--- config.mk ---
export PLATFORM = sky130hd
export DESIGN_NAME = bus_arbiter4
export DESIGN_NICKNAME = d
export VERILOG_FILES = /design/src/rtl/bus_arbiter4_pkg.sv /design/src/rtl/bus_arbiter4_rr_pick4.sv /design/src/rtl/mux4to1.sv /design/src/rtl/bus_arbiter4.sv
export SDC_FILE = /design/constraint.sdc
export NUM_CORES = 1
export LEC_CHECK = 0
export CAP_MARGIN = 10
export CORE_MARGIN = 2
export CORE_UTILIZATION = 32
export CTS_CLUSTER_SIZE = 20
export DETAILED_ROUTE_END_ITERATION = 8
export GPL_TIMING_DRIVEN = 0
export MAX_ROUTING_LAYER = met4
export PLACE_DENSITY_LB_ADDON = 0.05
export SKIP_LAST_GASP = 1
export SLEW_MARGIN = 20
export SYNTH_ARGS = -nofsm -noshare
export SYNTH_HDL_FRONTEND = slang
export SYNTH_SLANG_ARGS = --single-unit
--- constraint.sdc ---
create_clock -name clk -period 3 [get_ports clk]
set_input_delay 0.75 -clock clk [delete_from_list [all_inputs] [get_ports clk]]
set_output_delay 0.75 -clock clk [all_outputs]
set_load 0.01 [all_outputs]
--- src/rtl/bus_arbiter4_pkg.sv ---
// Shared types and constants for the 4-source round-robin bus arbiter.
package bus_arbiter4_pkg;

  localparam int unsigned NUM_SRC = 4;
  localparam int unsigned SEL_W   = 2;

  typedef enum logic {
    IDLE = 1'b0,
    BUSY = 1'b1
  } arb_state_e;

  // One-hot decode of a source index.
  function automatic logic [NUM_SRC-1:0] idx_to_onehot(input logic [SEL_W-1:0] idx);
    return NUM_SRC'(1) << idx;
  endfunction

endpackage

--- src/rtl/bus_arbiter4_rr_pick4.sv ---
// Round-robin pick: first set request bit at or after i_start, wrapping 3 -> 0.
module rr_pick4
  import bus_arbiter4_pkg::*;
(
  input  logic [NUM_SRC-1:0] i_req,
  input  logic [SEL_W-1:0]   i_start,
  output logic               o_found,
  output logic [SEL_W-1:0]   o_idx
);

  // Scan farthest offset first so the nearest set bit overwrites and wins.
  always_comb begin
    o_found = 1'b0;
    o_idx   = i_start;
    for (int k = NUM_SRC - 1; k >= 0; k--) begin
      if (i_req[SEL_W'(i_start + SEL_W'(k))]) begin
        o_found = 1'b1;
        o_idx   = SEL_W'(i_start + SEL_W'(k));
      end
    end
  end

endmodule

--- src/rtl/mux4to1.sv ---
// Generic 4-to-1 word multiplexer used as the shared bus data path.
module mux4to1 #(
  parameter int unsigned W = 32
) (
  input  logic [1:0]   i_sel,
  input  logic [W-1:0] i_d0,
  input  logic [W-1:0] i_d1,
  input  logic [W-1:0] i_d2,
  input  logic [W-1:0] i_d3,
  output logic [W-1:0] o_y
);

  always_comb begin
    o_y = i_d0;
    case (i_sel)
      2'd0:    o_y = i_d0;
      2'd1:    o_y = i_d1;
      2'd2:    o_y = i_d2;
      default: o_y = i_d3;
    endcase
  end

endmodule

--- src/rtl/bus_arbiter4.sv ---
// Round-robin burst arbiter for a 4-source shared bus; holds grant per burst,
// bounded by MAX_BEATS, and forwards the owner's beats under valid/ready.
module bus_arbiter4
  import bus_arbiter4_pkg::*;
#(
  parameter int unsigned DATA_W    = 32,
  parameter int unsigned MAX_BEATS = 16,
  parameter int unsigned CNT_W     = 5
) (
  input  logic                clk,
  input  logic                reset,
  input  logic [NUM_SRC-1:0]  req,
  input  logic [NUM_SRC-1:0]  last,
  input  logic [DATA_W-1:0]   data_a,
  input  logic [DATA_W-1:0]   data_b,
  input  logic [DATA_W-1:0]   data_c,
  input  logic [DATA_W-1:0]   data_d,
  input  logic                out_ready,
  output logic [NUM_SRC-1:0]  grant,
  output logic [SEL_W-1:0]    sel,
  output logic                out_valid,
  output logic [DATA_W-1:0]   out_data,
  output logic                out_last,
  output logic                busy
);

  arb_state_e           r_state, w_state_nxt;
  logic [NUM_SRC-1:0]   r_grant, w_grant_nxt;
  logic [SEL_W-1:0]     r_sel,   w_sel_nxt;
  logic [SEL_W-1:0]     r_ptr,   w_ptr_nxt;
  logic [CNT_W-1:0]     r_cnt,   w_cnt_nxt;

  logic                 w_busy;
  logic                 w_owner_req;
  logic                 w_cnt_max;
  logic                 w_xfer;
  logic                 w_release;
  logic [SEL_W-1:0]     w_sel_inc;
  logic [NUM_SRC-1:0]   w_req_masked;
  logic                 w_idle_found, w_rel_found;
  logic [SEL_W-1:0]     w_idle_idx,   w_rel_idx;

  assign w_busy       = (r_state == BUSY);
  assign w_owner_req  = req[r_sel];
  assign w_cnt_max    = (r_cnt == CNT_W'(MAX_BEATS - 1));
  assign w_sel_inc    = SEL_W'(r_sel + SEL_W'(1));
  assign w_req_masked = req & ~idx_to_onehot(r_sel);

  assign out_valid = w_busy & w_owner_req;
  assign out_last  = w_busy & (last[r_sel] | w_cnt_max);
  assign w_xfer    = out_valid & out_ready;
  // Release on end of burst (natural or forced) or when the owner abandons its request.
  assign w_release = w_busy & ((w_xfer & out_last) | ~w_owner_req);

  rr_pick4 u_pick_idle (
    .i_req   (req),
    .i_start (r_ptr),
    .o_found (w_idle_found),
    .o_idx   (w_idle_idx)
  );

  rr_pick4 u_pick_rel (
    .i_req   (w_req_masked),
    .i_start (w_sel_inc),
    .o_found (w_rel_found),
    .o_idx   (w_rel_idx)
  );

  mux4to1 #(.W(DATA_W)) u_mux (
    .i_sel (r_sel),
    .i_d0  (data_a),
    .i_d1  (data_b),
    .i_d2  (data_c),
    .i_d3  (data_d),
    .o_y   (out_data)
  );

  always_ff @(posedge clk) begin
    if (reset) begin
      r_state <= IDLE;
      r_grant <= '0;
      r_sel   <= '0;
      r_ptr   <= '0;
      r_cnt   <= '0;
    end else begin
      r_state <= w_state_nxt;
      r_grant <= w_grant_nxt;
      r_sel   <= w_sel_nxt;
      r_ptr   <= w_ptr_nxt;
      r_cnt   <= w_cnt_nxt;
    end
  end

  always_comb begin
    w_state_nxt = r_state;
    w_grant_nxt = r_grant;
    w_sel_nxt   = r_sel;
    w_ptr_nxt   = r_ptr;
    w_cnt_nxt   = r_cnt;
    case (r_state)
      IDLE: begin
        if (w_idle_found) begin
          w_state_nxt = BUSY;
          w_grant_nxt = idx_to_onehot(w_idle_idx);
          w_sel_nxt   = w_idle_idx;
          w_cnt_nxt   = '0;
        end
      end
      BUSY: begin
        if (w_release) begin
          w_ptr_nxt = w_sel_inc;
          // Back-to-back handover avoids a bubble when another source is waiting.
          if (w_rel_found) begin
            w_grant_nxt = idx_to_onehot(w_rel_idx);
            w_sel_nxt   = w_rel_idx;
            w_cnt_nxt   = '0;
          end else begin
            w_state_nxt = IDLE;
            w_grant_nxt = '0;
          end
        end else if (w_xfer) begin
          w_cnt_nxt = r_cnt + CNT_W'(1);
        end
      end
      default: begin
        w_state_nxt = IDLE;
        w_grant_nxt = '0;
      end
    endcase
  end

  assign grant = r_grant;
  assign sel   = r_sel;
  assign busy  = w_busy;

endmodule
== Yosys cells after proc, flatten, opt, wreduce, memory -nomap -nowiden ==
Index checks and enable logic that the tools add are counted.
W data, S select, Z words.

* Register bits after elaboration: 14
* Word-level logic and storage cells: 103

* Add/sub/neg operators: 8
* Magnitude comparators: 9
* Eq/ne operators: 8
* Shifts and indexed selects: 3
* Muxes and demuxes: 54
* Bitwise logic cells: 11
* Reduce and logical (&&, ||, !) cells: 5

{| class="wikitable"
|+ Operators by type and width
! cell !! number
|-
| $pmux W32 S3 || 1
|-
| $lt A2 B3 Y1 const B || 9
|-
| $mux W2 || 11
|-
| $mux W1 || 21
|-
| $bmux W1 S2 || 10
|-
| $mux W5 || 4
|-
| $mux W4 || 3
|-
| $shl A1 B2 Y4 const A || 3
|-
| $pmux W5 S2 || 1
|-
| $add A2 B2 Y2 const B || 4
|-
| $pmux W4 S2 || 1
|-
| $add A2 B1 Y2 const B || 3
|-
| $ne A2 B1 Y1 const B || 3
|-
| $reduce_and A3 Y1 || 2
|-
| $add A5 B1 Y5 const B || 1
|-
| $and A1 B1 Y1 || 5
|-
| $eq A5 B4 Y1 const B || 1
|-
| $and A4 B4 Y4 || 1
|-
| $not A4 Y4 || 1
|-
| $pmux W2 S2 || 1
|-
| $reduce_and A2 Y1 || 2
|-
| $ne A3 B1 Y1 const B || 1
|-
| $ne A3 B2 Y1 const B || 1
|-
| $eq A2 B1 Y1 const B || 1
|-
| 5 further kinds || 7
|}

== Depth between registers and ports, before layout ==
* Depth after elaboration: 13
* Depth in mapped cells: 10

== Modules after synthesis ==
A second synthesis with hierarchy kept.

* Cells, all modules: 205
* Area, all modules: 2113.3 um^2

{| class="wikitable"
|+ By module, submodules not included
! module !! instances !! cells each !! area each (um^2)
|-
| bus_arbiter4 || 1 || 134 || 1098.6
|-
| mux4to1 || 1 || 39 || 814.5
|-
| rr_pick4 || 2 || 16 || 100.1
|}

== Worst setup path before layout ==
No wires, ideal clock.

* Kind: input to register
* From: input req[1]
* To: register r_cnt[3]
* Library setup time: 70 ps
* Arrival: 2360 ps
* Slack: 570 ps
* Cell stages on the path: 7
* Cell sequence: buf_2 -> mux2i_1 -> o22ai_1 -> and2_1 -> or3_4 -> or4_1 -> a21oi_1

* Longest elaborated chain between the ends: 9
* Elaborated cells on any way between the ends: 39
* Those cells by class: eq/ne (3); mux (28); bitwise (7); reduce/logical (1)

{| class="wikitable"
|+ Ends and longest elaborated chain
! element !! RTL line !! source
|-
| start, declared || bus_arbiter4.sv:12 || <nowiki>input logic [NUM_SRC-1:0] req,</nowiki>
|-
| $bmux W1 S2 (*) || bus_arbiter4.sv:44 || <nowiki>assign w_owner_req = req[r_sel];</nowiki>
|-
| $mux W1 (not written as such) (*) || bus_arbiter4.sv:44 ||
|-
| $and A1 B1 Y1 (*) || bus_arbiter4.sv:49 || <nowiki>assign out_valid = w_busy & w_owner_req;</nowiki>
|-
| via out_valid || bus_arbiter4.sv:21 || <nowiki>output logic out_valid,</nowiki>
|-
| $and A1 B1 Y1 (*) || bus_arbiter4.sv:51 || <nowiki>assign w_xfer = out_valid & out_ready;</nowiki>
|-
| $and A1 B1 Y1 || bus_arbiter4.sv:53 || <nowiki>assign w_release = w_busy & ((w_xfer & out_last) | ~w_owner_req);</nowiki>
|-
| $or A1 B1 Y1 || bus_arbiter4.sv:53 ||
|-
| $and A1 B1 Y1 || bus_arbiter4.sv:53 ||
|-
| $ne A3 B2 Y1 (no line) (tied with other cells) || -- ||
|-
| $reduce_and A3 Y1 (no line) or $pmux W5 S2 (tied branches) || -- ||
|-
| end signal, assigned || bus_arbiter4.sv:90 || <nowiki>r_cnt <= w_cnt_nxt;</nowiki>
|-
| end, declared || bus_arbiter4.sv:31 || <nowiki>logic [CNT_W-1:0] r_cnt, w_cnt_nxt;</nowiki>
|}

The timed path passes the listed nets; every way through them passes the cells marked *. The select of a mux whose other input is x is not followed.
A chain may end at the register's enable or synchronous reset.

== Final worst setup path ==
* From: input req[2]
* To: output out_valid

* Longest elaborated chain between the ends: 3

{| class="wikitable"
|+ Ends and longest elaborated chain
! element !! RTL line
|-
| $bmux W1 S2 || bus_arbiter4.sv:44
|-
| $mux W1 (not written as such) || bus_arbiter4.sv:44
|-
| $and A1 B1 Y1 || bus_arbiter4.sv:49
|-
| end, declared || bus_arbiter4.sv:21
|}

No other way between the ends. The select of a mux whose other input is x is not followed.

==> results.yml <==
timing:
  setup_viol: 0
  tightest_slew_ps: 548
  fin_crit_ps: 2920
  slew-limit-headroom: 0.631
  skew_ps: 4.31
  fin_crit_sh: 0.974
  final-hold-violation-count: 0
  hold_slack_ps: 495
  slew_violations: 0
  fmax_mhz: 342
setup_path:
  reg2reg_depth: 9
  crit_path_cell_trace: "dlygate4sd2_1 -> mux2i_1 -> o22ai_2 -> clkdlybuf4s50_1"
  arrival_ps: 2170
  rrSetupSlack_ps: 340
  endpoint_kind: "primary output"
  crit_path_end: "out_valid"
  critPathMaxFanout: 9
  path_buf_inv: 2
  cp.required_ps: 2250
  start_kind: "input pin"
  crit_family: "buffers and inverters"
  crit_type: "in -> out"
  cp-startpoint: "req[2]"
  r2r-end: "sel[0]"
  worst-path-stages: 4
  cpPeakStageDelay_ps: 590
  r2r-start: "sel[0]"
  worst_path_max_delay_cell: "clkdlybuf4s50_1"
final_layout:
  final_cell_area_um2: 3960
  nFillCells: 547
  layout_common_cells: "141 x clkdlybuf4s50_1, 41 x inv_1, 41 x mux2i_1"
  syn2layout_area_growth_pct: 100
  drive_gt1_frac: 0.0858
  nets: 589
  n_antenna_cell: 0
  final_common_cell: "clkdlybuf4s50_1"
logic_synthesis:
  synth.distinct_cells: 42
  synth_area_um2: 1970
  synth_edf_count: 0
  synth_cells: 262
  syn_nets: 407
  synth-async-reset-ratio: 0
  synth_flop_cell: "dfxtp_1"
  yosysSeqAreaShare: 0.142
  ys_ff_latch: 14
  yosysWarnings: 0
  syn_avg_cell_area_um2: 7.54
clock_network:
  ctsHoldBuffers: 0
  clock_path_buffers: 2
  cts.sinks: 14
  cts_max_level: 1
  clk_pin_slew_worst_paths_ps: 60
  cts_made_buffers: 3
  clk_latency_ps: 250
  cts-root-buf: "clkbuf_8"
  cts_tree: "done"
power_and_ir_drop:
  power_density_nw_per_um2: 494
  p_leak_nw: 1.69
  max-vdd-ir-drop_v: 0.000366
detailed_routing:
  first_pass_iters: 8
  wire_per_inst_um: 17.1
  vias: 2799
  wl_um: 8880
  vias_per_cell: 5.40
  drt_iter0_drc: 169
  ant_nets: 0
  drc_errors: 0
die:
  io_pins: 180
  die-area_um2: 6810
  die_y_um: 82.6
  die_w_um: 82.6
  rows: 28
  core_um2: 5960
  floorplan.initialDensity: 0.332
run_status:
  status: "finished, final reports clean"
hold_path:
  hold_path_class: "reg -> reg"
  hold_path_startpoint: "r_cnt[3]"
grt:
  track_usage: 0.263
  grt_pass1_vias: 2761
  grt_overflow: 0
  grt_max_degree: 11
  antenna_found_initial: 0
  grt_pass1_wl_um: 13400
placed_design:
  numPortBuffers: 176
  dpl_cell_area_um2: 3830
  gp_congestion: 0.829
  dp_hpwl_um: 7480
flow_run:
  max_cap_violations: 0
power breakdown:
| part | leakage [nW] | switching, W | internal [W] | total (W) |
|---|---|---|---|---|
| combinational | 1.55 | 0.000740 | 0.000785 | 0.00152 |
| clock | 0.0288 | 0.0000712 | 0.000116 | 0.000188 |
| sequential | 0.115 | 0.0000266 | 0.000217 | 0.000243 |
| total | 1.69 | 0.000838 | 0.00112 | 0.00196 |
area by class of cell:
| type | instances | area [um^2] | share of cell area |
|---|---|---|---|
| tap | 75 | 93.8 | 0.0237 |
| buffer | 21 | 148 | 0.0373 |
| inverter | 42 | 161 | 0.0408 |
| clock buffer | 4 | 55.1 | 0.0139 |
| sequential | 14 | 283 | 0.0715 |
| multi-input combinational | 183 | 1460 | 0.370 |
| timing repair buffer | 179 | 1750 | 0.443 |
stage by stage:
step / utilization / power (W) / setup slack [ps] / instances / setup TNS (ps)
after floorplan: - / 0.00104 / 570 / 262 / 0
after global placement: 0.643 / 0.00180 / -316 / 513 / -6620
after detailed placement: 0.643 / 0.00182 / -307 / 513 / -7430
after CTS: 0.659 / 0.00194 / 0.436 / 517 / 0
after global routing: 0.664 / 0.00209 / -10.0 / 518 / -15.3
final: 0.664 / 0.00196 / 77.2 / 518 / 0
synth_stat cells, types with 2 or more instances:
cell	count	area [um^2]
nand2b_1	6	37.5
nor2b_1	7	43.8
and3_1	2	12.5
o22ai_1	6	37.5
nor2_1	16	60.1
nand2_1	7	26.3
nor3_1	8	40.0
a21oi_1	11	55.1
buf_2	3	15.0
a211oi_1	2	15.0
inv_1	42	158
clkbuf_1	16	60.1
or2_2	2	12.5
a221o_1	2	20.0
buf_6	2	22.5
a221oi_1	4	35.0
a222oi_1	33	330
buf_1	2	7.51
o21ai_0	7	35.0
nor3b_1	2	15.0
or4_1	2	15.0
ha_1	6	75.1
nor4_1	2	12.5
mux2i_1	41	410
dfxtp_1	14	280
tightest hold or removal path, cell delays in order (launching register included):
cell and delay (ps):
dfxtp_1 310, o21ai_0 70, a21oi_1 60
registers in the layout (all words and copies together) (netlist names):
register	count
busy	1
grant	4
sel	2
r_ptr	2
r_cnt	5
how the worst min path moves through the flow:
stage,end,slack (ps),cells after the start
finish,r_cnt[3],500,2
global route,r_cnt[3],520,2
CTS,r_cnt[3],500,2
detailed placement,r_cnt[4],490,2
global placement,r_cnt[3],470,2
floorplan,r_cnt[3],450,2
cell families (layout without fill, tap and decap cells):
group,after synthesis,in the layout,synth area share
multiplexers,42,42,0.214
flip-flops,14,14,0.142
AND/OR/NAND/NOR,61,61,0.165
AO/OA/AOI/OAI,74,74,0.309
buffers and inverters,65,246,0.133
adder cells (fa/ha/maj),6,6,0.0380
timing repair:
item                       4_1_cts  5_1_grt
setup buffers                    2        1
pin swaps                        0        1
resized for setup               62        6
hold endpoints to repair         0        0
setup endpoints to repair       33        6
layer usage:
metal	wire, um	GRT usage
met5	0	-
met4	297	0.103
met3	744	0.0641
met2	4630	0.466
met1	3210	0.281
(Power assumes the default switching activity.)
